**src/rtl/i2s_tx_serializer.sv**
```systemverilog
// i2s_tx_serializer
// Takes signed 33-bit filter results on a valid/ready handshake, scales them
// by an arithmetic right shift, reduces them to 24-bit audio and sends each
// sample in both slots of one I2S frame. The frame is 64 BCLKs long: in each
// 32-bit slot there are 24 data bits, MSB first, followed by 8 zero bits.
// BCLK and LRCLK are derived from clk.
//
// Build option:
//   I2S_TX_SATURATE_EN  defined     -> clamp to [0x800000, 0x7FFFFF]
//                       not defined -> keep the low 24 bits (wraps on overflow)
module i2s_tx_serializer #(
    parameter int CLK_DIV = 4,   // clk cycles per BCLK half-period (>= 2)
    parameter int SHIFT   = 8    // arithmetic right shift before reduction (0..9)
) (
    input  logic        clk,
    input  logic        reset,           // asynchronous, active-low
    input  logic        en_i,
    input  logic [32:0] sample_i,
    input  logic        sample_valid_i,
    output logic        sample_ready_o,
    output logic        bclk_o,
    output logic        lrclk_o,
    output logic        sdata_o,
    output logic        frame_start_o,
    output logic        underrun_o,
    output logic        overrun_o
);

    localparam int             DIV_W    = (CLK_DIV > 1) ? $clog2(CLK_DIV) : 1;
    localparam logic [DIV_W-1:0] DIV_LAST = DIV_W'(CLK_DIV - 1);

    // ------------------------------------------------------------------
    // Sample scaling
    // ------------------------------------------------------------------
    logic signed [32:0] sample_s;
    logic        [23:0] scaled;

    assign sample_s = sample_i;

`ifdef I2S_TX_SATURATE_EN
    logic signed [32:0] shifted;

    assign shifted = sample_s >>> SHIFT;

    // Clamp to the 24-bit range. The value fits only when bits 32..23 all
    // match the sign bit.
    always_comb begin
        // NOTE: every signal written here gets a default first; otherwise
        // a path that does not assign it would infer a latch.
        scaled = shifted[23:0];
        if (shifted[32:23] != {10{shifted[32]}}) begin
            scaled = shifted[32] ? 24'h800000 : 24'h7FFFFF;
        end
    end
`else
    // Plain truncation; large values wrap.
    assign scaled = 24'(sample_s >>> SHIFT);
`endif

    // ------------------------------------------------------------------
    // State
    // ------------------------------------------------------------------
    logic [DIV_W-1:0] div_q, div_d;
    logic             bclk_q, bclk_d;
    logic [5:0]       bit_cnt_q, bit_cnt_d;
    logic             lrclk_q, lrclk_d;
    logic             sdata_q, sdata_d;
    logic [31:0]      shift_q, shift_d;
    logic [23:0]      hold_q, hold_d;
    logic             full_q, full_d;
    logic [23:0]      last_q, last_d;
    logic             frame_start_q, frame_start_d;
    logic             underrun_q, underrun_d;
    logic             overrun_q, overrun_d;

    // ------------------------------------------------------------------
    // Events
    // ------------------------------------------------------------------
    logic        tick;       // end of a BCLK half-period
    logic        fall;       // BCLK is about to go 1 -> 0
    logic        load_l;     // bit counter wraps 63 -> 0: a new frame begins
    logic        load_r;     // bit counter 31 -> 32: the right slot begins
    logic        accept;     // handshake completes this clk
    logic [23:0] load_word;  // word that starts the new frame

    assign tick   = en_i & (div_q == DIV_LAST);
    assign fall   = tick & bclk_q;
    assign load_l = fall & (bit_cnt_q == 6'd63);
    assign load_r = fall & (bit_cnt_q == 6'd31);
    assign accept = sample_valid_i & ~full_q;

    // Pick the frame word: the held sample first, then a sample that arrives
    // on the load clk itself, and otherwise the previous word again.
    always_comb begin
        load_word = last_q;
        if (full_q) begin
            load_word = hold_q;
        end else if (sample_valid_i) begin
            load_word = scaled;
        end
    end

    // Next-state logic: divider, bit clock, serializer and holding register.
    always_comb begin
        div_d         = div_q;
        bclk_d        = bclk_q;
        bit_cnt_d     = bit_cnt_q;
        lrclk_d       = lrclk_q;
        sdata_d       = sdata_q;
        shift_d       = shift_q;
        hold_d        = hold_q;
        full_d        = full_q;
        last_d        = last_q;
        frame_start_d = load_l;
        underrun_d    = underrun_q | (load_l & ~full_q & ~sample_valid_i);
        overrun_d     = overrun_q | (sample_valid_i & full_q);

        if (en_i) begin
            div_d = tick ? '0 : div_q + DIV_W'(1);
        end
        if (tick) begin
            bclk_d = ~bclk_q;
        end

        // Each falling edge drives the current MSB of the shift register.
        // At a slot boundary that MSB is still the previous slot's last
        // (zero) bit, which gives the I2S one-bit delay.
        if (fall) begin
            bit_cnt_d = bit_cnt_q + 6'd1;
            sdata_d   = shift_q[31];
            shift_d   = {shift_q[30:0], 1'b0};
            if (load_l) begin
                shift_d = {load_word, 8'h00};
                lrclk_d = 1'b0;
            end else if (load_r) begin
                shift_d = {last_q, 8'h00};
                lrclk_d = 1'b1;
            end
        end

        // A sample that arrives on the load clk bypasses the holding register.
        if (load_l) begin
            last_d = load_word;
            full_d = 1'b0;
        end else if (accept) begin
            hold_d = scaled;
            full_d = 1'b1;
        end
    end

    // State registers; reset abandons any word that is being sent.
    always_ff @(posedge clk or negedge reset) begin
        if (!reset) begin
            div_q         <= '0;
            bclk_q        <= 1'b0;
            bit_cnt_q     <= 6'd0;
            lrclk_q       <= 1'b1;
            sdata_q       <= 1'b0;
            shift_q       <= 32'h0;
            hold_q        <= 24'h0;
            full_q        <= 1'b0;
            last_q        <= 24'h0;
            frame_start_q <= 1'b0;
            underrun_q    <= 1'b0;
            overrun_q     <= 1'b0;
        end else begin
            // NOTE: non-blocking assignments, so that every register in this
            // block samples the values from before the clock edge.
            div_q         <= div_d;
            bclk_q        <= bclk_d;
            bit_cnt_q     <= bit_cnt_d;
            lrclk_q       <= lrclk_d;
            sdata_q       <= sdata_d;
            shift_q       <= shift_d;
            hold_q        <= hold_d;
            full_q        <= full_d;
            last_q        <= last_d;
            frame_start_q <= frame_start_d;
            underrun_q    <= underrun_d;
            overrun_q     <= overrun_d;
        end
    end

    assign sample_ready_o = ~full_q;
    assign bclk_o         = bclk_q;
    assign lrclk_o        = lrclk_q;
    assign sdata_o        = sdata_q;
    assign frame_start_o  = frame_start_q;
    assign underrun_o     = underrun_q;
    assign overrun_o      = overrun_q;

endmodule

```
**config.mk**
```make
export PLATFORM = sky130hd
export DESIGN_NAME = i2s_tx_serializer
export DESIGN_NICKNAME = d
export VERILOG_FILES = /design/src/rtl/i2s_tx_serializer.sv
export SDC_FILE = /design/constraint.sdc
export NUM_CORES = 1
export LEC_CHECK = 0
export BUFFER_PORTS_ARGS = -buffer_cell sky130_fd_sc_hd__buf_2
export CAP_MARGIN = 20
export CORE_MARGIN = 3
export CORE_UTILIZATION = 25
export CTS_BUF_LIST = sky130_fd_sc_hd__clkbuf_4 sky130_fd_sc_hd__clkbuf_8 sky130_fd_sc_hd__clkbuf_16
export CTS_CLUSTER_DIAMETER = 80
export DETAILED_ROUTE_END_ITERATION = 16
export GPL_TIMING_DRIVEN = 0
export PLACE_DENSITY = 0.43
export REMOVE_ABC_BUFFERS = 1
export SYNTH_ARGS = -nofsm -noshare
export SYNTH_HDL_FRONTEND = slang
export SYNTH_SLANG_ARGS = --single-unit
```
**constraint.sdc**
```tcl
create_clock -name clk -period 2.6 [get_ports clk]
set_clock_uncertainty 0.15 [all_clocks]
set_input_delay 0.13 -clock clk [delete_from_list [all_inputs] [get_ports clk]]
set_output_delay 0.13 -clock clk [all_outputs]
set_load 0.01 [all_outputs]
```
==> reports/metrics.yaml <==
status: "finished clean"
layout_common_cells: "dfrtp_1 (85), nand2_1 (56), nor2_1 (37), buf_2 (33), dlygate4sd3_1 (26)"
syn_area_mm2: 0.004202
slew_viol_final: 0
maxCapViolCount: 0
hold_viol_final: 0
finalSetupViolations: 0
fillCellCount: 1660
ctsLongestPathBuffers: 2
dr.pass1.iters: 5
async_reset_ff_share_pct: 100.0
cts_sinks: 87
ios: 44
wire_per_inst_um: 16.16
crit_type: "reg2reg"
critPathCaptureType: "flip-flop"
ys_ff_latch: 87
path_cells: "ha_4 -> and3_4 -> nand4_1 -> inv_1 -> a22oi_1"
numPortBuffers: 34
drtAntennaViolNets: 0
gp_congestion: 0.6736
drc: 0
yosysTopAreaCellShare_pct: 51.22
crit_family: "simple AND/OR/NAND/NOR gates"
placed_area_mm2: 0.004579
fmax_mhz: 408.0
die_width_um: 135.6
start_util_pct: 25.98
p_per_area_mw_per_mm2: 717.3
cts_root_buf: "clkbuf_16"
insertion_delay_ns: 0.34
grt_pass1_vias: 3174
relSlewSlack_pct: 31.00
cts_buffers: 9
seq_area_mm2: 0.002180
synth_top_area_cell: "dfrtp_1"
period_share_pct: 94.27
row_count: 46
ys_types: 33
layout_commonest_cell: "dfrtp_1"
cts_tree: "built"
antenna_found_initial: 0
diodes: 0
p_leak_nw: 2.461
die_y_um: 135.6
hold_class: "in2async"
synth_edf_count: 0
path_clk_slew_ns: 0.06
fin_area_mm2: 0.005246
dp_hpwl_um: 5924
cp_num_buf_inv: 1
worstPathRequired_ns: 2.63
start_kind: "flip-flop"
multi_input_area_mm2: 0.001922
grt_pass1_wl_um: 16800
ys_seq_area_share_pct: 51.85
yosysWarnings: 0
syn_inst: 396
cts_htree_levels: 3
final_nets: 482
grt_max_degree: 53
regToRegSetupSlack_ns: 0.15
die_area_mm2: 0.01840
grt-ovfl-total: 0
vdd_ir_drop_max_v: 0.0003534
vias_per_cell: 4.690
area_growth_pct: 24.87
cp_slowest_cell: "inv_1"
setup_ws_ns: 0.1489
grtUsageTotal_pct: 11.63
period_minus_slack_ns: 2.451
drt_wl_total_um: 10730
layout-drive-gt1-share_pct: 19.87
drt_iter0_drc: 151
cp_max_fo: 22
worst_slew_pin_slew_ns: 1.035
post-cts-setup-buffers: 0
synth_ff_type: "dfrtp_1"
core_area_mm2: 0.01617
arrival_ns: 2.48
max_stage_delay_ns: 0.59
synth_top_cells_by_area: "dfrtp_1 (51%), mux2_4 (7.1%), mux2i_1 (5.7%), nand2_1 (5.0%), nor2_1 (3.3%)"
avgSynthCellArea_um2: 10.61
num_vias: 3114
pre_cts_slack_ns: -1.233
-- per-layer routing --
layer / routed length (µm) / track usage (%) / up-vias
met1: 5071 / 15.41 / 1550
met2: 5104 / 19.14 / 53
met5: 0 / 0 / -
li1: - / - / 1503
met3: 453 / 2.452 / 8
met4: 102 / 3.527 / 0
-- cells by family (layout without fill, tap and decap cells) --
family	count (synthesis)	count (layout)	synth area share, %
and+or+nand+nor	121	123	12.60
AOI/OAI and AO/OA	97	97	15.16
muxes	51	51	14.74
buffers and inverters	32	82	3.812
DFF	87	87	51.85
adders and majority gates	2	2	0.5955
xor gates and xnor gates	6	6	1.251
-- state kept, by name, summed over array words and instances, names as in the netlist --
| register | flops |
|---|---|
| hold_q | 24 |
| last_q | 24 |
| shift_q | 24 |
| bit_cnt_q | 6 |
| div_q | 2 |
| bclk_o | 1 |
| frame_start_o | 1 |
| full_q | 1 |
| lrclk_o | 1 |
| overrun_o | 1 |
| sdata_o | 1 |
| underrun_o | 1 |
-- area by class of cell --
type,instances,area share [%]
flip-flops and latches,87,41.55
multi-input cells,279,36.63
repair buffers,63,9.826
well taps,216,5.151
clock buffers,10,4.555
clock inverters,6,2.051
inverters,3,0.2385
-- power by group --
group	internal, mW	switching (mW)	total, mW
clock network	0.962	0.537	1.50
registers	1.55	0.144	1.69
logic	0.290	0.280	0.570
-- cell usage after synthesis (all sizes together) (2+ instances only) --
cell / number
or3: 12
nand4: 4
nand3: 5
a22oi: 12
a31oi: 11
dfrtp: 86
o211ai: 12
a21oi: 23
mux2i: 24
inv: 2
nor2: 37
a21o: 2
and2: 3
mux2: 27
xnor2: 6
and3: 2
a211o: 12
nand2: 56
buf: 15
ha: 2
o21bai: 11
o21ai: 14
clkbuf: 14
-- worst reg2reg max path: stages, from the launching register on --
cell and delay (ns):
dfrtp_1 0.41, ha_4 0.21, and3_4 0.41, nand4_1 0.33, inv_1 0.59, a22oi_1 0.19
-- worst paths after layout --
path / end / depth (start not counted) / from
max: shift_q[22]$_DFFE_PN0P_ / 5 / div_q[0]$_DFFE_PN0P_
min: last_q[21]$_DFFE_PN0P_ / 2 / reset
max reg2reg: shift_q[22]$_DFFE_PN0P_ / 5 / div_q[0]$_DFFE_PN0P_
min reg2reg: overrun_o$_DFF_PN0_ / 1 / overrun_o$_DFF_PN0_
max in group asynchronous: last_q[13]$_DFFE_PN0P_ / 3 / reset
min in group clk: overrun_o$_DFF_PN0_ / 1 / overrun_o$_DFF_PN0_
-- through the flow --
| stage | TNS (ns) | hold WS, ns | utilization, % | power [mW] | cells |
|---|---|---|---|---|---|
| 2_1_floorplan | -14.42 | -0.3156 | - | 2.025 | 367 |
| 3_3_place_gp | -89.08 | 0.2291 | 27.78 | 2.187 | 617 |
| 3_5_place_dp | -41.00 | -0.009459 | 28.32 | 2.211 | 620 |
| 4_1_cts | -0.07988 | 0.1698 | 32.22 | 3.779 | 662 |
| 5_1_grt | -0.002412 | 0.2124 | 32.44 | 3.982 | 664 |
| 6_report | 0 | 0.1543 | 32.44 | 3.763 | 664 |
-- repair_timing --
action                     in CTS  in global routing
gates cloned                    0                  2
pin swaps                       1                  1
gates resized for setup         6                  2
setup endpoints to repair      73                 28
hold buffers                   26                  0
hold endpoints to repair       62                  0
Power figures use the tool's default switching activity.
